### src/rtl/p_i_cache_ctrl_nway_pkg.sv
// Shared types and tree pseudo-LRU helpers for the n-way instruction cache controller.
// PLRU vectors are stored with tree node 0 (the root) in the most significant bit.
package p_i_cache_types;

    localparam int MAX_WAYS = 16;

    typedef enum logic [1:0] {
        CURR_CPU  = 2'd0,
        PREV_CPU  = 2'd1,
        FLUSH_IDX = 2'd2
    } addrsel_t;

    typedef enum logic [2:0] {
        IDLE,
        HIT,
        MISS,
        REFILL,
        FLUSH
    } pcs_state_t;

    // Lowest invalid way wins; otherwise follow the tree bits from the root down to a leaf.
    function automatic int plru_victim(input logic [MAX_WAYS-2:0] bits,
                                       input logic [MAX_WAYS-1:0] valid,
                                       input int ways);
        int node;
        int way;
        way  = -1;
        node = 0;
        for (int i = MAX_WAYS - 1; i >= 0; i--) begin
            if (i < ways && !valid[4'(i)]) way = i;
        end
        if (way < 0) begin
            for (int lvl = 0; lvl < 4; lvl++) begin
                if (node < ways - 1) begin
                    node = bits[4'(ways - 2 - node)] ? 2 * node + 2 : 2 * node + 1;
                end
            end
            way = node - (ways - 1);
        end
        return way;
    endfunction

    function automatic logic [MAX_WAYS-2:0] plru_touch(input logic [MAX_WAYS-2:0] bits,
                                                       input int way,
                                                       input int ways);
        logic [MAX_WAYS-2:0] res;
        int node;
        int lo;
        int span;
        int half;
        res  = bits;
        node = 0;
        lo   = 0;
        span = ways;
        half = 0;
        for (int lvl = 0; lvl < 4; lvl++) begin
            if (node < ways - 1) begin
                half = span / 2;
                if (way < lo + half) begin
                    res[4'(ways - 2 - node)] = 1'b1;
                    node = 2 * node + 1;
                end else begin
                    res[4'(ways - 2 - node)] = 1'b0;
                    node = 2 * node + 2;
                    lo   = lo + half;
                end
                span = half;
            end
        end
        return res;
    endfunction

endpackage

### src/rtl/p_i_cache_ctrl_nway_if.sv
// Fetch, arbiter and array-control signals between the cache controller and its datapath.
interface p_i_cache_ctrl_nway_if
    import p_i_cache_types::*;
#(
    parameter int WAYS = 4,
    parameter int SETS = 32
) ();

    localparam int IDX_W = $clog2(SETS);

    logic             mem_read;
    logic             mem_resp;
    logic             s1_hit;
    logic             s2_hit;
    logic [WAYS-1:0]  s2_hit_way;
    logic [WAYS-1:0]  s2_valid;
    logic [WAYS-2:0]  s2_plru;
    logic             pmem_read;
    logic             pmem_resp;
    logic             flush_req;
    logic             flush_done;
    logic [WAYS-1:0]  way_load;
    logic             valid_datain;
    logic             plru_load;
    logic [WAYS-2:0]  plru_datain;
    addrsel_t         addr_sel;
    logic [IDX_W-1:0] flush_idx;

    modport master (
        input  mem_read, s1_hit, s2_hit, s2_hit_way, s2_valid, s2_plru, pmem_resp, flush_req,
        output mem_resp, pmem_read, flush_done, way_load, valid_datain, plru_load, plru_datain,
               addr_sel, flush_idx
    );

    modport slave (
        output mem_read, s1_hit, s2_hit, s2_hit_way, s2_valid, s2_plru, pmem_resp, flush_req,
        input  mem_resp, pmem_read, flush_done, way_load, valid_datain, plru_load, plru_datain,
               addr_sel, flush_idx
    );

endinterface

### src/rtl/p_i_cache_ctrl_nway_plru.sv
// Combinational PLRU tree: victim choice for the given set and the bits after touching a way.
module p_plru_tree
    import p_i_cache_types::*;
#(
    parameter int WAYS = 4
) (
    input  logic [WAYS-2:0] bits_i,
    input  logic [WAYS-1:0] valid_i,
    input  logic [WAYS-1:0] access_i,
    output logic [WAYS-1:0] victim_o,
    output logic [WAYS-2:0] bits_o
);

    logic [MAX_WAYS-2:0] bitsWide;
    logic [MAX_WAYS-2:0] touchedWide;
    logic [MAX_WAYS-1:0] validWide;
    int                  victimIdx;
    int                  accessIdx;
    logic                unusedTouchedHigh;

    always_comb begin
        bitsWide              = '0;
        bitsWide[WAYS-2:0]    = bits_i;
        validWide             = '0;
        validWide[WAYS-1:0]   = valid_i;
        accessIdx             = 0;
        for (int i = WAYS - 1; i >= 0; i--) begin
            if (access_i[i]) accessIdx = i;
        end
        victimIdx   = plru_victim(bitsWide, validWide, WAYS);
        touchedWide = plru_touch(bitsWide, accessIdx, WAYS);
        victim_o    = WAYS'(1) << victimIdx;
        bits_o      = touchedWide[WAYS-2:0];
    end

    assign unusedTouchedHigh = ^touchedWide;

endmodule

### src/rtl/p_i_cache_ctrl_nway.sv
// Instruction cache controller: hit/miss/refill sequencing, PLRU maintenance and the
// whole-cache invalidate sweep used by fence.i.
module p_i_cache_ctrl_nway
    import p_i_cache_types::*;
#(
    parameter int WAYS = 4,
    parameter int SETS = 32
) (
    input logic                  clk,
    input logic                  rst_n,
    p_i_cache_ctrl_nway_if.master cache_io
);

    localparam int                IDX_W    = $clog2(SETS);
    localparam logic [IDX_W-1:0] LAST_IDX = IDX_W'(SETS - 1);

    pcs_state_t       state_q;
    pcs_state_t       state_d;
    logic [IDX_W-1:0] flushIdx_q;
    logic [IDX_W-1:0] flushIdx_d;

    logic [WAYS-1:0]  victimWay;
    logic [WAYS-1:0]  unusedFillVictim;
    logic [WAYS-2:0]  hitBits;
    logic [WAYS-2:0]  fillBits;

    p_plru_tree #(.WAYS(WAYS)) hitTree (
        .bits_i   (cache_io.s2_plru),
        .valid_i  (cache_io.s2_valid),
        .access_i (cache_io.s2_hit_way),
        .victim_o (victimWay),
        .bits_o   (hitBits)
    );

    // Both trees see the same set, so the hit tree's victim is the way being filled.
    p_plru_tree #(.WAYS(WAYS)) fillTree (
        .bits_i   (cache_io.s2_plru),
        .valid_i  (cache_io.s2_valid),
        .access_i (victimWay),
        .victim_o (unusedFillVictim),
        .bits_o   (fillBits)
    );

    always_ff @(posedge clk or negedge rst_n) begin
        if (!rst_n) begin
            state_q    <= IDLE;
            flushIdx_q <= '0;
        end else begin
            state_q    <= state_d;
            flushIdx_q <= flushIdx_d;
        end
    end

    always_comb begin
        state_d               = state_q;
        flushIdx_d            = flushIdx_q;
        cache_io.mem_resp     = 1'b0;
        cache_io.pmem_read    = 1'b0;
        cache_io.flush_done   = 1'b0;
        cache_io.way_load     = '0;
        cache_io.valid_datain = 1'b0;
        cache_io.plru_load    = 1'b0;
        cache_io.plru_datain  = '0;
        cache_io.addr_sel     = CURR_CPU;

        case (state_q)
            IDLE: begin
                if (cache_io.flush_req)     state_d = FLUSH;
                else if (cache_io.mem_read) state_d = cache_io.s1_hit ? HIT : MISS;
            end
            HIT: begin
                cache_io.mem_resp    = cache_io.s2_hit;
                cache_io.plru_load   = cache_io.s2_hit;
                cache_io.plru_datain = hitBits;
                if (cache_io.flush_req)     state_d = FLUSH;
                else if (!cache_io.mem_read) state_d = IDLE;
                else if (!cache_io.s1_hit)   state_d = MISS;
            end
            MISS: begin
                cache_io.addr_sel  = PREV_CPU;
                cache_io.pmem_read = 1'b1;
                if (cache_io.pmem_resp) begin
                    cache_io.way_load     = victimWay;
                    cache_io.valid_datain = 1'b1;
                    cache_io.plru_load    = 1'b1;
                    cache_io.plru_datain  = fillBits;
                    state_d               = REFILL;
                end
            end
            REFILL: begin
                cache_io.addr_sel = PREV_CPU;
                state_d           = HIT;
            end
            FLUSH: begin
                cache_io.addr_sel  = FLUSH_IDX;
                cache_io.way_load  = '1;
                cache_io.plru_load = 1'b1;
                if (flushIdx_q == LAST_IDX) begin
                    cache_io.flush_done = 1'b1;
                    flushIdx_d          = '0;
                    state_d             = IDLE;
                end else begin
                    flushIdx_d = flushIdx_q + IDX_W'(1);
                end
            end
            default: state_d = IDLE;
        endcase
    end

    assign cache_io.flush_idx = flushIdx_q;

    hitWayOneHot: assert property (@(posedge clk) disable iff (!rst_n)
        cache_io.s2_hit |-> $onehot(cache_io.s2_hit_way));

endmodule

### src/flat_wrapper.sv
// flat-port wrapper written by rule: the top's interface ports become plain ports
module p_i_cache_ctrl_nway_flat import p_i_cache_types::*;
#(
    parameter int WAYS = 4,
    parameter int SETS = 32
)
  (clk, rst_n, cache_io_mem_read, cache_io_s1_hit, cache_io_s2_hit, cache_io_s2_hit_way, cache_io_s2_valid, cache_io_s2_plru, cache_io_pmem_resp, cache_io_flush_req, cache_io_mem_resp, cache_io_pmem_read, cache_io_flush_done, cache_io_way_load, cache_io_valid_datain, cache_io_plru_load, cache_io_plru_datain, cache_io_addr_sel, cache_io_flush_idx);
  p_i_cache_ctrl_nway_if #(.WAYS(WAYS), .SETS(SETS)) cache_io_i ();
  input logic clk;
  input logic rst_n;
  input wire logic [$bits(cache_io_i.mem_read)-1:0] cache_io_mem_read;
  input wire logic [$bits(cache_io_i.s1_hit)-1:0] cache_io_s1_hit;
  input wire logic [$bits(cache_io_i.s2_hit)-1:0] cache_io_s2_hit;
  input wire logic [$bits(cache_io_i.s2_hit_way)-1:0] cache_io_s2_hit_way;
  input wire logic [$bits(cache_io_i.s2_valid)-1:0] cache_io_s2_valid;
  input wire logic [$bits(cache_io_i.s2_plru)-1:0] cache_io_s2_plru;
  input wire logic [$bits(cache_io_i.pmem_resp)-1:0] cache_io_pmem_resp;
  input wire logic [$bits(cache_io_i.flush_req)-1:0] cache_io_flush_req;
  output wire logic [$bits(cache_io_i.mem_resp)-1:0] cache_io_mem_resp;
  output wire logic [$bits(cache_io_i.pmem_read)-1:0] cache_io_pmem_read;
  output wire logic [$bits(cache_io_i.flush_done)-1:0] cache_io_flush_done;
  output wire logic [$bits(cache_io_i.way_load)-1:0] cache_io_way_load;
  output wire logic [$bits(cache_io_i.valid_datain)-1:0] cache_io_valid_datain;
  output wire logic [$bits(cache_io_i.plru_load)-1:0] cache_io_plru_load;
  output wire logic [$bits(cache_io_i.plru_datain)-1:0] cache_io_plru_datain;
  output wire logic [$bits(cache_io_i.addr_sel)-1:0] cache_io_addr_sel;
  output wire logic [$bits(cache_io_i.flush_idx)-1:0] cache_io_flush_idx;
  assign cache_io_i.mem_read = cache_io_mem_read;
  assign cache_io_i.s1_hit = cache_io_s1_hit;
  assign cache_io_i.s2_hit = cache_io_s2_hit;
  assign cache_io_i.s2_hit_way = cache_io_s2_hit_way;
  assign cache_io_i.s2_valid = cache_io_s2_valid;
  assign cache_io_i.s2_plru = cache_io_s2_plru;
  assign cache_io_i.pmem_resp = cache_io_pmem_resp;
  assign cache_io_i.flush_req = cache_io_flush_req;
  assign cache_io_mem_resp = cache_io_i.mem_resp;
  assign cache_io_pmem_read = cache_io_i.pmem_read;
  assign cache_io_flush_done = cache_io_i.flush_done;
  assign cache_io_way_load = cache_io_i.way_load;
  assign cache_io_valid_datain = cache_io_i.valid_datain;
  assign cache_io_plru_load = cache_io_i.plru_load;
  assign cache_io_plru_datain = cache_io_i.plru_datain;
  assign cache_io_addr_sel = cache_io_i.addr_sel;
  assign cache_io_flush_idx = cache_io_i.flush_idx;
  p_i_cache_ctrl_nway #(.WAYS(WAYS), .SETS(SETS)) u_core (.clk(clk), .rst_n(rst_n), .cache_io(cache_io_i));
endmodule
### config.mk
export PLATFORM = sky130hd
export DESIGN_NAME = p_i_cache_ctrl_nway_flat
export DESIGN_NICKNAME = d
export VERILOG_FILES = /design/src/rtl/p_i_cache_ctrl_nway_pkg.sv /design/src/rtl/p_i_cache_ctrl_nway_if.sv /design/src/rtl/p_i_cache_ctrl_nway_plru.sv /design/src/rtl/p_i_cache_ctrl_nway.sv /design/src/flat_wrapper.sv
export SDC_FILE = /design/constraint.sdc
export NUM_CORES = 1
export LEC_CHECK = 0
export BUFFER_PORTS_ARGS = -buffer_cell sky130_fd_sc_hd__buf_2
export CAP_MARGIN = 20
export CORE_UTILIZATION = 41
export DETAILED_ROUTE_END_ITERATION = 16
export PLACE_DENSITY = 0.75
export SLEW_MARGIN = 5
export SYNTH_ARGS = -nofsm -noshare
export SYNTH_HDL_FRONTEND = slang
export SYNTH_SLANG_ARGS = --single-unit
### constraint.sdc
create_clock -name clk -period 2.09 [get_ports clk]
set_clock_uncertainty 0.15 [all_clocks]
set_input_delay 0.1045 -clock clk [delete_from_list [all_inputs] [get_ports clk]]
set_output_delay 0.1045 -clock clk [all_outputs]
set_load 0.005 [all_outputs]
==> out/qor.json, run 1 <==
{
  "timing": {
    "rsz0062_at_grt": "true",
    "final_critical_path_setup_slack_ps": -38.74,
    "finalHoldViolations": 0,
    "post-route-period-util_pct": 101.9,
    "holdWs_ps": 47.05,
    "fin_crit_ps": 2129,
    "fmax_mhz": 469.8,
    "timing.final.setup_violations": 2,
    "final_max_slew_viol_count": 0
  },
  "placement": {
    "place_ws_ps": -193.3,
    "place.detailed.hpwl_um": 1491,
    "buffer_ports.inserted": 36,
    "gpl.final_weighted_congestion": 0.7426
  },
  "power_and_ir_drop": {
    "seq_power_share_pct": 33.3,
    "switchingPower_uw": 360.3,
    "p_sw_share_pct": 40.42,
    "power_leakage_uw": 0.0005527,
    "p_int_uw": 531.1,
    "power.share.combinational_pct": 53.1,
    "pwr-share-clk_pct": 13.6,
    "cellPowerDensity_nw_per_um2": 797.8,
    "ir_drop_uv": 417.6
  },
  "synth": {
    "syn-cell-area_um2": 768.2,
    "yosys.cell_count.top_type": "sky130_fd_sc_hd__nand2_1",
    "netlist_top_cells_area": "sky130_fd_sc_hd__dfrtp_1 26%, sky130_fd_sc_hd__ha_1 6.5%, sky130_fd_sc_hd__nand2_1 5.4%, sky130_fd_sc_hd__nor2_1 4.9%, sky130_fd_sc_hd__o21ai_1 3.9%",
    "post_synth_num_cell_types": 38,
    "synth-edff-count": 0,
    "synthDominantAreaCellType": "sky130_fd_sc_hd__dfrtp_1",
    "synth_seq_cells": 8,
    "post_synth_most_frequent_cells": "11 x sky130_fd_sc_hd__nand2_1, 10 x sky130_fd_sc_hd__nor2_1, 8 x sky130_fd_sc_hd__dfrtp_1, 8 x sky130_fd_sc_hd__inv_1, 6 x sky130_fd_sc_hd__o21ai_1",
    "cells_after_synthesis": 97,
    "yosysSeqAreaShare_pct": 26.06,
    "post-synth-top-area-fraction_pct": 26.06,
    "yosys_warnings": 0,
    "synth_async_sr_flop_share_pct": 100.0,
    "synth_fp_nets": 119,
    "dominant_register_cell_in_the_synthesized_netlist": "sky130_fd_sc_hd__dfrtp_1",
    "syn_avg_cell_area_um2": 7.920
  },
  "worst_hold_path": {
    "holdPathStages": 5,
    "hold_path_end": "u_core.state_q[0]",
    "min-delay-path-class": "in2reg",
    "holdCritStartpoint": "cache_io_s1_hit"
  },
  "routing": {
    "drt_first_pass_iters": 4,
    "drt_iter0_markers": 14,
    "route.vias.total": 863,
    "detail_route.vias_per_cell": 5.137,
    "number_of_design_rule_violations_left_after_detail_routing": 0,
    "finalWirelength_um": 1980,
    "wl_per_cell_um": 11.79,
    "final_antenna_net_count": 0
  },
  "clock_network": {
    "tritoncts": "built",
    "tritoncts.num_buffers": 3,
    "cts-htree-levels": 1,
    "worst_setup_hold_path_clk_slew_ps": 50,
    "max-clock-path-buffers": 2,
    "cts_sinks": 8,
    "cts.root.buffer_cell": "sky130_fd_sc_hd__clkbuf_4",
    "clkLatencyLatePin_ps": 260
  },
  "outcome": {
    "violations": "setup timing",
    "run_status": "finished with violations"
  },
  "setup_path": {
    "critPathRequiredTime_ps": 1840,
    "r2r-end": "u_core.cache_io.flush_idx[2]",
    "timing.reg2reg.worst_path_depth": 6,
    "worst_ep_arrival_time_ps": 1870,
    "crit_type": "in2out",
    "reg2reg_slack_ps": 500,
    "setup.worst_path.start_class": "primary input",
    "worst_setup_path_end_kind": "primary output",
    "crit_path_max_fanout": 2,
    "crit-reg2reg-launch": "u_core.cache_io.flush_idx[0]"
  },
  "floorplan": {
    "core_area_um2": 1745,
    "start_util_pct": 44.01,
    "die_area_um2": 2051,
    "num_rows": 15,
    "die_width_um": 45.29,
    "io_pins": 37,
    "floorplan_die_height_um": 45.29
  },
  "final_layout": {
    "share_of_cells_above_drive_strength_1_pct": 46.15,
    "finish.utilization_pct": 64.01,
    "layout-area-overhead-vs-synth_pct": 45.44,
    "n_fill_cell": 138,
    "finalNetCount": 167,
    "antenna_cells": 0
  },
  "grt": {
    "gr-usage-all-layers_pct": 20.91,
    "grt_max_degree": 12,
    "grt_antenna_before_repair": 0,
    "wire_length_of_the_first_global_routing_pass_um": 3132,
    "grt_pass1_vias": 779,
    "grt_remaining_overflow": 0
  },
  "run": {
    "max_cap_violations": 0
  }
}
[area by class of cell]
cell class	count	area, um2	share of cell area, %
Multi-Input combinational cell	77	560.5	50.17
Timing Repair Buffer	45	261.5	23.40
Sequential cell	8	203.9	18.25
Inverter	10	37.54	3.359
Tap cell	25	31.28	2.800
Clock buffer	3	22.52	2.016
[cell families after synthesis]
kind of cell / after synthesis / share of synthesized area (%)
AOI/OAI and AO/OA: 25 / 21.01
adders and majority gates: 4 / 6.515
buffers and inverters: 12 / 7.818
DFF: 8 / 26.06
muxes: 4 / 5.700
other: 1 / 0.4881
and+or+nand+nor: 43 / 32.41
[flip-flops by register name, summed over array words and instances, names as in the netlist]
signal                     flops
u_core.cache_io.flush_idx      5
u_core.state_q                 3
[metal layers]
metal | track usage, % | wire length [um] | vias to the layer above
met5 | 0 | 0 | -
met4 | 12.12 | 24 | 0
met3 | 2.000 | 152 | 3
met2 | 35.94 | 933 | 50
met1 | 25.12 | 870 | 377
li1 | - | - | 433
[worst max-delay path, cell delays in order]
cell	delay (ps)
sky130_fd_sc_hd__buf_6	90
sky130_fd_sc_hd__or2_4	260
sky130_fd_sc_hd__ha_4	170
sky130_fd_sc_hd__ha_4	270
sky130_fd_sc_hd__nand4bb_4	110
sky130_fd_sc_hd__o21ba_4	210
sky130_fd_sc_hd__or4b_4	490
sky130_fd_sc_hd__nand2_1	70
sky130_fd_sc_hd__buf_2	100
[power by group through the flow]
stage               registers [uW]  logic, uW  clock network, uW
floorplan                      288        284                  0
global placement               292        430                  0
detailed placement             297        442                  0
CTS                            294        454                125
global route                   307        546                135
finish                         297        473                121
[stage by stage]
step	instances	setup TNS [ps]	power [uW]	area (um2)
floorplan	97	0	571.7	768.2
global route	168	-128.7	987.6	1117
detailed placement	160	-512.8	738.5	987.2
CTS	166	-113.1	872.9	1075
global placement	160	-323.5	721.9	987.2
finish	168	-72.46	891.4	1117
[cells in the final DEF, fill, tap and decap left out, types with 2 or more instances in the layout]
| master | instances |
|---|---|
| sky130_fd_sc_hd__dlygate4sd3_1 | 3 |
| sky130_fd_sc_hd__o31ai_1 | 2 |
| sky130_fd_sc_hd__clkbuf_4 | 3 |
| sky130_fd_sc_hd__o21ai_1 | 6 |
| sky130_fd_sc_hd__buf_2 | 35 |
| sky130_fd_sc_hd__inv_2 | 2 |
| sky130_fd_sc_hd__nand3_1 | 2 |
| sky130_fd_sc_hd__ha_1 | 2 |
| sky130_fd_sc_hd__nor3_1 | 3 |
| sky130_fd_sc_hd__a21oi_1 | 3 |
| sky130_fd_sc_hd__and2_1 | 4 |
| sky130_fd_sc_hd__buf_4 | 6 |
| sky130_fd_sc_hd__nand2_1 | 11 |
| sky130_fd_sc_hd__o21ai_0 | 5 |
| sky130_fd_sc_hd__inv_1 | 8 |
| sky130_fd_sc_hd__o211ai_1 | 2 |
| sky130_fd_sc_hd__nor2_1 | 10 |
| sky130_fd_sc_hd__dfrtp_1 | 5 |
| sky130_fd_sc_hd__dfrtp_2 | 3 |
| sky130_fd_sc_hd__ha_4 | 2 |
| sky130_fd_sc_hd__mux2_2 | 2 |
[how the worst max path moves through the flow]
| stage | from | end | slack (ps) | cells past startpoint |
|---|---|---|---|---|
| 2_1_floorplan | cache_io_s2_plru[2] | cache_io_plru_datain[0] | 40 | 7 |
| 3_3_place_gp | cache_io_s2_plru[2] | cache_io_plru_datain[0] | -160 | 9 |
| 3_5_place_dp | cache_io_s2_plru[2] | cache_io_plru_datain[0] | -190 | 9 |
| 4_1_cts | cache_io_s2_plru[1] | cache_io_way_load[2] | -60 | 9 |
| 5_1_grt | cache_io_s2_plru[1] | cache_io_way_load[2] | -70 | 9 |
| 6_report | cache_io_s2_plru[1] | cache_io_way_load[2] | -40 | 9 |
[repair_timing]
item	in CTS	in global routing
hold buffers	3	0
setup endpoints to repair	5	6
setup buffers	0	2
pin swaps	4	3
hold endpoints to repair	10	0
resized for setup	6	5
Note: power is estimated with default switching activity, not from simulation.
==> run 2: changes to the inputs <==
CORE_UTILIZATION = 45   (was 41)
PLACE_DENSITY = 0.76   (was 0.75)
SYNTH_HIERARCHICAL = 1   (was unset)
==> run 2 against run 1 <==
  * The run still ends with setup timing left
  * Synthesized cell count up 10%
  * Via count up 16%
  * Sequential power up 9.4%
  * Critical path depth up 4
  * Clock power about the same
  * Worst hold slack worse by 39 ps
  * Final area up 22%
  * First-iteration DRC count up 14%
  * Highest routed layer unchanged
  * Critical path type unchanged
  * Sequential share of layout area down 3.5 points
==> out/qor.json, run 2 <==
{
  "synth": {
    "syn-cell-area": {"value": 874.6, "unit": "um2", "change": "+14%"},
    "yosys_warnings": {"value": 6, "change": "+6"},
    "cells_after_synthesis": {"value": 107, "change": "+10%"},
    "syn_avg_cell_area": {"value": 8.174, "unit": "um2", "change": "+3.2%"},
    "synth_fp_nets": {"value": 130, "change": "+9.2%"}
  },
  "final_layout": {
    "antenna_cells": {"value": 0, "change": "unchanged"},
    "fin_area": {"value": 1358, "unit": "um2", "change": "+22%"},
    "share_of_cells_above_drive_strength_1": {"value": 48.75, "unit": "%", "change": "+2.6 points"},
    "mostFrequentLayoutCell": "sky130_fd_sc_hd__buf_2",
    "layout-area-overhead-vs-synth_pct": 55.22,
    "largest_register_ff_count": {"value": 5, "change": "unchanged"},
    "finalNetCount": {"value": 185, "change": "+11%"},
    "mostFrequentLayoutCells": "34 x sky130_fd_sc_hd__buf_2, 14 x sky130_fd_sc_hd__nor2_1, 12 x sky130_fd_sc_hd__buf_4, 8 x sky130_fd_sc_hd__dfrtp_1"
  },
  "routing": {
    "number_of_design_rule_violations_left_after_detail_routing": {"value": 0, "change": "unchanged"},
    "final_antenna_net_count": {"value": 0, "change": "unchanged"},
    "route.vias.total": {"value": 1000, "change": "+16%"},
    "wl_per_cell": {"value": 14.19, "unit": "um", "change": "+20%"},
    "drt_first_pass_iters": {"value": 4, "change": "unchanged"},
    "finalWirelength": {"value": 2625, "unit": "um", "change": "+33%"},
    "drt_iter0_markers": {"value": 16, "change": "+2"},
    "detail_route.vias_per_cell": {"value": 5.405, "change": "+5.2%"}
  },
  "clock_network": {
    "max-clock-path-buffers": {"value": 2, "change": "unchanged"},
    "clkLatencyLatePin": {"value": 250, "unit": "ps", "change": "about the same"},
    "cts_sinks": {"value": 8, "change": "unchanged"},
    "tritoncts": "built",
    "tritoncts.num_buffers": {"value": 3, "change": "unchanged"},
    "worst_setup_hold_path_clk_slew": {"value": 50, "unit": "ps", "change": "about the same"},
    "cts-htree-levels": {"value": 1, "change": "unchanged"},
    "cts.root.buffer_cell": "sky130_fd_sc_hd__clkbuf_4"
  },
  "worst_hold_path": {
    "min-delay-path-class": "in2reg",
    "holdCritStartpoint": "cache_io_mem_read"
  },
  "setup_path": {
    "worst_setup_path_end_kind": "primary output",
    "worst_setup_path_startpoint": "cache_io_s2_plru[1]",
    "crit_type": "in2out",
    "worst_ep_arrival_time": {"value": 2230, "unit": "ps", "change": "+360 ps"},
    "critPathRequiredTime": {"value": 1840, "unit": "ps", "change": "about the same"},
    "crit_path_max_fanout": {"value": 3, "change": "+1"},
    "setup.worst_path.start_class": "primary input",
    "crit-reg2reg-launch": "u_core/cache_io.flush_idx[0]"
  },
  "grt": {
    "grt_pass1_vias": {"value": 907, "change": "+16%"},
    "gr-usage-all-layers": {"value": 25.91, "unit": "%", "change": "+5.0 points"},
    "grt_antenna_before_repair": {"value": 0, "change": "unchanged"},
    "grt_max_degree": {"value": 15, "change": "+3"},
    "grt_remaining_overflow": {"value": 0, "change": "unchanged"},
    "wire_length_of_the_first_global_routing_pass": {"value": 3822, "unit": "um", "change": "+22%"}
  },
  "timing": {
    "fmax": {"value": 402.2, "unit": "MHz", "change": "-14%"},
    "fin_crit": {"value": 2487, "unit": "ps", "change": "+357.9 ps"},
    "max_slew_margin_pct": 64.46,
    "rsz0062_at_grt": "true",
    "post-route-period-util": {"value": 119.0, "unit": "%", "change": "+17 points"},
    "timing.final.setup_violations": {"value": 7, "change": "+5"},
    "finalHoldViolations": {"value": 0, "change": "unchanged"},
    "worst_slew_pin_slew_ps": 533.1,
    "final_critical_path_setup_slack": {"value": -396.6, "unit": "ps", "change": "-357.9 ps"},
    "final_max_slew_viol_count": {"value": 0, "change": "unchanged"}
  },
  "power_and_ir_drop": {
    "total_power": {"value": 1107, "unit": "uW", "change": "+24%"},
    "cellPowerDensity": {"value": 815.6, "unit": "nW/um2", "change": "+2.2%"},
    "power_leakage": {"value": 0.0006731, "unit": "uW", "change": "+22%"},
    "ir_drop": {"value": 782.7, "unit": "uV", "change": "+87%"}
  },
  "floorplan": {
    "start_util": {"value": 49.05, "unit": "%", "change": "+5.0 points"},
    "num_rows": {"value": 15, "change": "unchanged"},
    "io_pins": {"value": 37, "change": "unchanged"},
    "die_area": {"value": 2124, "unit": "um2", "change": "+3.6%"},
    "core_area": {"value": 1783, "unit": "um2", "change": "+2.2%"},
    "floorplan_die_height": {"value": 46.09, "unit": "um", "change": "+1.8%"},
    "die_width": {"value": 46.09, "unit": "um", "change": "+1.8%"}
  },
  "outcome": {
    "violations": "setup timing",
    "run_status": "finished with violations"
  },
  "placement": {
    "place.detailed.hpwl": {"value": 1912, "unit": "um", "change": "+28%"},
    "buffer_ports.inserted": {"value": 36, "change": "unchanged"},
    "placed_area": {"value": 1176, "unit": "um2", "change": "+19%"},
    "gpl.final_weighted_congestion": {"value": 0.7403, "change": "-0.31%"}
  },
  "run": {
    "max_cap_violations": {"value": 0, "change": "unchanged"}
  }
}
run 2: per-layer routing:
metal,track usage (%),part of all wire [%],vias up
met3,7.843,3.2,4
met5,0,0,-
met2,49.01,56,23
met4,9.412,1.2,0
li1,-,-,506
met1,26.20,39,467
run 2: final timing paths:
| path | endpoint | slack, ps | cells after the start |
|---|---|---|---|
| max | cache_io_plru_datain[0] | -400 | 13 |
| min | u_core/state_q[0] | 8 | 3 |
| max reg2reg | u_core/cache_io.flush_idx[4] | 420 | 4 |
| min reg2reg | u_core/cache_io.flush_idx[4] | 370 | 1 |
| max in group asynchronous | u_core/state_q[0] | 1570 | 2 |
| min in group asynchronous | u_core/cache_io.flush_idx[1] | 60 | 2 |
run 2: critical path, cell delays in order:
cell	delay, ps
sky130_fd_sc_hd__buf_6	90
sky130_fd_sc_hd__or2_4	260
sky130_fd_sc_hd__ha_4	170
sky130_fd_sc_hd__ha_4	160
sky130_fd_sc_hd__nor4b_4	280
sky130_fd_sc_hd__buf_4	170
sky130_fd_sc_hd__a21oi_4	50
sky130_fd_sc_hd__a211oi_2	230
sky130_fd_sc_hd__nor2_1	120
sky130_fd_sc_hd__a22o_1	230
sky130_fd_sc_hd__a22oi_1	150
sky130_fd_sc_hd__nor2_1	60
sky130_fd_sc_hd__buf_2	140
run 2: layout make-up:
cell class                      instances  area (um2)
Clock buffer                            3       22.52
Fill cell                             132       425.4
Inverter                                4       15.01
Multi-Input combinational cell         91       740.7
Sequential cell                         8       200.2
Tap cell                               25       31.28
Timing Repair Buffer                   54       347.8
run 2: per-stage QoR:
| step | util (%) | hold WS [ps] | TNS [ps] | cells | setup slack [ps] |
|---|---|---|---|---|---|
| 4_1_cts | 72.98 | 0.3448 | -1274 | 181 | -304.1 |
| 3_3_place_gp | 65.96 | -198.6 | -1396 | 174 | -300.1 |
| 2_1_floorplan | - | -341.1 | 0 | 107 | 11.26 |
| 3_5_place_dp | 65.96 | -197.7 | -1709 | 174 | -362.9 |
| 6_report | 76.14 | 7.906 | -1912 | 185 | -396.6 |
| 5_1_grt | 76.14 | 15.87 | -2370 | 185 | -448.2 |
run 2: where the power goes:
part	switching [uW]	internal (uW)
logic	298	365
registers	105	220
clock network	53.6	65.8
run 2: repair_timing:
item                       4_1_cts  5_1_grt
gates resized for setup         13        8
hold buffers                     2        0
buffers inserted                 4        4
hold endpoints to repair         9        0
setup endpoints to repair        7        7
pin swaps                       15        5
==> run 3: changes to the inputs <==
CORE_ASPECT_RATIO = 0.7   (was unset)
SKIP_CTS_REPAIR_TIMING = 1   (was unset)
==> run 3 against run 2 <==
  * The run still ends with setup timing left
  * First-iteration DRC count up 81%
  * Global-route usage down 1.7 points
  * Combinational power shrank 4.2%
  * Die area increased by 0.13%
  * Cell count shrank 5.4%
  * Sequential share of layout area up 0.97 points
  * Critical path depth down 1
  * Sequential power barely moved
  * Clock-buffer cell count is the same
  * Final area fell by 6.2%
==> out/qor.json, run 3 (synthesis gave the netlist of run 2 again) <==
{
  "routing": {
    "detail_route.vias_per_cell": {"value": 5.577, "change": "+3.2%"},
    "wl_per_cell": {"value": 13.66, "unit": "um", "change": "-3.7%"},
    "finalWirelength": {"value": 2390, "unit": "um", "change": "-9.0%"},
    "route.vias.total": {"value": 976, "change": "-2.4%"},
    "number_of_design_rule_violations_left_after_detail_routing": {"value": 0, "change": "unchanged"},
    "final_antenna_net_count": {"value": 0, "change": "unchanged"},
    "drt_iter0_markers": {"value": 29, "change": "+13"},
    "drt_first_pass_iters": {"value": 4, "change": "unchanged"}
  },
  "placement": {
    "place.detailed.hpwl": {"value": 1829, "unit": "um", "change": "-4.3%"},
    "gpl.final_weighted_congestion": {"value": 0.8198, "change": "+11%"},
    "placed_area": {"value": 1156, "unit": "um2", "change": "-1.7%"},
    "buffer_ports.inserted": {"value": 36, "change": "unchanged"}
  },
  "setup_path": {
    "critical_path.endpoint": "cache_io_plru_datain[0]",
    "setup.worst_path.start_class": "primary input",
    "reg2reg_slack": {"value": 410, "unit": "ps", "change": "about the same"},
    "crit-reg2reg-launch": "u_core/cache_io.flush_idx[0]",
    "worst_ep_arrival_time": {"value": 2160, "unit": "ps", "change": "-70 ps"},
    "timing.reg2reg.worst_path_depth": {"value": 4, "change": "unchanged"},
    "crit_type": "in2out",
    "worst_setup_path_startpoint": "cache_io_s2_plru[1]",
    "r2r-end": "u_core/cache_io.flush_idx[4]",
    "worst_setup_path_end_kind": "primary output",
    "crit_path_max_fanout": {"value": 3, "change": "unchanged"},
    "critPathRequiredTime": {"value": 1840, "unit": "ps", "change": "about the same"}
  },
  "floorplan": {
    "die_width": {"value": 54.69, "unit": "um", "change": "+19%"},
    "io_pins": {"value": 37, "change": "unchanged"},
    "die_area": {"value": 2127, "unit": "um2", "change": "+0.13%"},
    "floorplan_die_height": {"value": 38.89, "unit": "um", "change": "-16%"},
    "start_util": {"value": 51.55, "unit": "%", "change": "+2.5 points"},
    "core_area": {"value": 1697, "unit": "um2", "change": "-4.8%"},
    "num_rows": {"value": 12, "change": "-3"}
  },
  "grt": {
    "globalRoute.busiestLayer": "met2",
    "wire_length_of_the_first_global_routing_pass": {"value": 3594, "unit": "um", "change": "-6.0%"},
    "grt_util_met3": {"value": 5.882, "unit": "%", "change": "-2.0 points"},
    "grt_max_degree": {"value": 13, "change": "-2"},
    "grt_util_met2": {"value": 40.96, "unit": "%", "change": "-8.1 points"},
    "globalRouteMet1Util": {"value": 32.14, "unit": "%", "change": "+5.9 points"},
    "gr-usage-all-layers": {"value": 24.22, "unit": "%", "change": "-1.7 points"},
    "grt_antenna_before_repair": {"value": 0, "change": "unchanged"},
    "grt_pass1_vias": {"value": 811, "change": "-11%"},
    "grt_remaining_overflow": {"value": 0, "change": "unchanged"}
  },
  "timing": {
    "fin_crit": {"value": 2418, "unit": "ps", "change": "-68.84 ps"},
    "finalHoldViolations": {"value": 0, "change": "unchanged"},
    "timing.final.setup_violations": {"value": 7, "change": "unchanged"},
    "rsz0062_at_grt": "true",
    "post-route-period-util": {"value": 115.7, "unit": "%", "change": "-3.3 points"},
    "final_critical_path_setup_slack": {"value": -327.8, "unit": "ps", "change": "+68.84 ps"},
    "fmax": {"value": 413.6, "unit": "MHz", "change": "+2.8%"},
    "final_max_slew_viol_count": {"value": 0, "change": "unchanged"},
    "holdWs": {"value": 20.61, "unit": "ps", "change": "+12.71 ps"}
  },
  "final_layout": {
    "mostFrequentLayoutCell": "sky130_fd_sc_hd__buf_2",
    "multiInputGateArea": {"value": 719.4, "unit": "um2", "change": "-2.9%"},
    "finalNetCount": {"value": 179, "change": "-3.2%"},
    "largest_register_ff_count": {"value": 5, "change": "unchanged"},
    "fin_area": {"value": 1274, "unit": "um2", "change": "-6.2%"},
    "antenna_cells": {"value": 0, "change": "unchanged"},
    "finish.utilization": {"value": 75.07, "unit": "%", "change": "-1.1 points"},
    "mostFrequentLayoutCells": "34 x sky130_fd_sc_hd__buf_2, 14 x sky130_fd_sc_hd__nor2_1, 9 x sky130_fd_sc_hd__buf_4, 8 x sky130_fd_sc_hd__dfrtp_1",
    "share_of_cells_above_drive_strength_1": {"value": 44.16, "unit": "%", "change": "-4.6 points"},
    "layout-area-overhead-vs-synth_pct": 45.64,
    "final-seq-area": {"value": 200.2, "unit": "um2", "change": "unchanged"},
    "n_fill_cell": {"value": 130, "change": "-1.5%"}
  },
  "clock_network": {
    "clkLatencyLatePin": {"value": 250, "unit": "ps", "change": "about the same"},
    "worst_setup_hold_path_clk_slew": {"value": 50, "unit": "ps", "change": "about the same"},
    "cts-htree-levels": {"value": 1, "change": "unchanged"},
    "tritoncts.num_buffers": {"value": 3, "change": "unchanged"},
    "max-clock-path-buffers": {"value": 2, "change": "unchanged"},
    "tritoncts": "built",
    "cts_sinks": {"value": 8, "change": "unchanged"},
    "cts.root.buffer_cell": "sky130_fd_sc_hd__clkbuf_4"
  },
  "power_and_ir_drop": {
    "total_power": {"value": 1073, "unit": "uW", "change": "-3.1%"},
    "cellPowerDensity": {"value": 842.4, "unit": "nW/um2", "change": "+3.3%"},
    "power_leakage": {"value": 0.0006199, "unit": "uW", "change": "-7.9%"},
    "ir_drop": {"value": 693.0, "unit": "uV", "change": "-11%"}
  },
  "run": {
    "max_cap_violations": {"value": 0, "change": "unchanged"}
  },
  "outcome": {
    "run_status": "finished with violations",
    "violations": "setup timing"
  },
  "worst_hold_path": {
    "min-delay-path-class": "in2reg"
  }
}
-- run 3: cell count changes in the layout (fill, tap and decap cells not counted), sizes merged --
| cell | change |
|---|---|
| buf | -7 |
| dlygate4sd3 | +1 |
-- run 3: worst min path at each step --
stage / from / cells past startpoint / endpoint / slack [ps]
after detailed placement: rst_n / 1 / u_core/cache_io.flush_idx[0] / -190
after floorplan: rst_n / 0 / u_core/cache_io.flush_idx[0] / -340
after CTS: rst_n / 1 / u_core/cache_io.flush_idx[0] / -460
after global placement: rst_n / 1 / u_core/cache_io.flush_idx[2] / -200
after global routing: cache_io_flush_req / 3 / u_core/state_q[2] / 70
final: cache_io_flush_req / 3 / u_core/state_q[2] / 20
-- run 3: power breakdown --
part / switching [uW] / total [uW] / internal [uW] / leakage (uW)
registers: 103 / 323 / 220 / 0.0000955
logic: 288 / 635 / 347 / 0.000511
clock network: 49.8 / 115 / 65.5 / 0.0000138
-- run 3: cell type report --
cell class / instances / area share (%)
Clock buffer: 3 / 1.768
Inverter: 4 / 1.179
Multi-Input combinational cell: 91 / 56.48
Sequential cell: 8 / 15.72
Tap cell: 21 / 2.063
Timing Repair Buffer: 48 / 22.79
-- run 3: per-layer routing --
metal / part of all wire [%] / vias to the layer above / wire length [um]
met3: 3.7 / 0 / 89
met5: 0 / - / 0
met1: 46 / 459 / 1097
li1: - / 489 / -
met4: 0 / 0 / 0
met2: 50 / 28 / 1203
-- run 3: critical path, stage by stage --
cell	delay, ps
sky130_fd_sc_hd__buf_6	90
sky130_fd_sc_hd__or2_4	260
sky130_fd_sc_hd__ha_4	180
sky130_fd_sc_hd__ha_4	160
sky130_fd_sc_hd__nor4b_4	310
sky130_fd_sc_hd__a31oi_2	180
sky130_fd_sc_hd__nor3b_2	240
sky130_fd_sc_hd__nor2_1	90
sky130_fd_sc_hd__a22o_1	220
sky130_fd_sc_hd__a22oi_1	130
sky130_fd_sc_hd__nor2_1	60
sky130_fd_sc_hd__buf_2	140
-- run 3: through the flow --
step	cells	worst slack (ps)	setup TNS [ps]
floorplan	107	11.26	0
global placement	168	-325.0	-1224
detailed placement	168	-400.5	-1686
CTS	171	-409.2	-1734
global route	175	-421.0	-1930
finish	175	-327.8	-1251
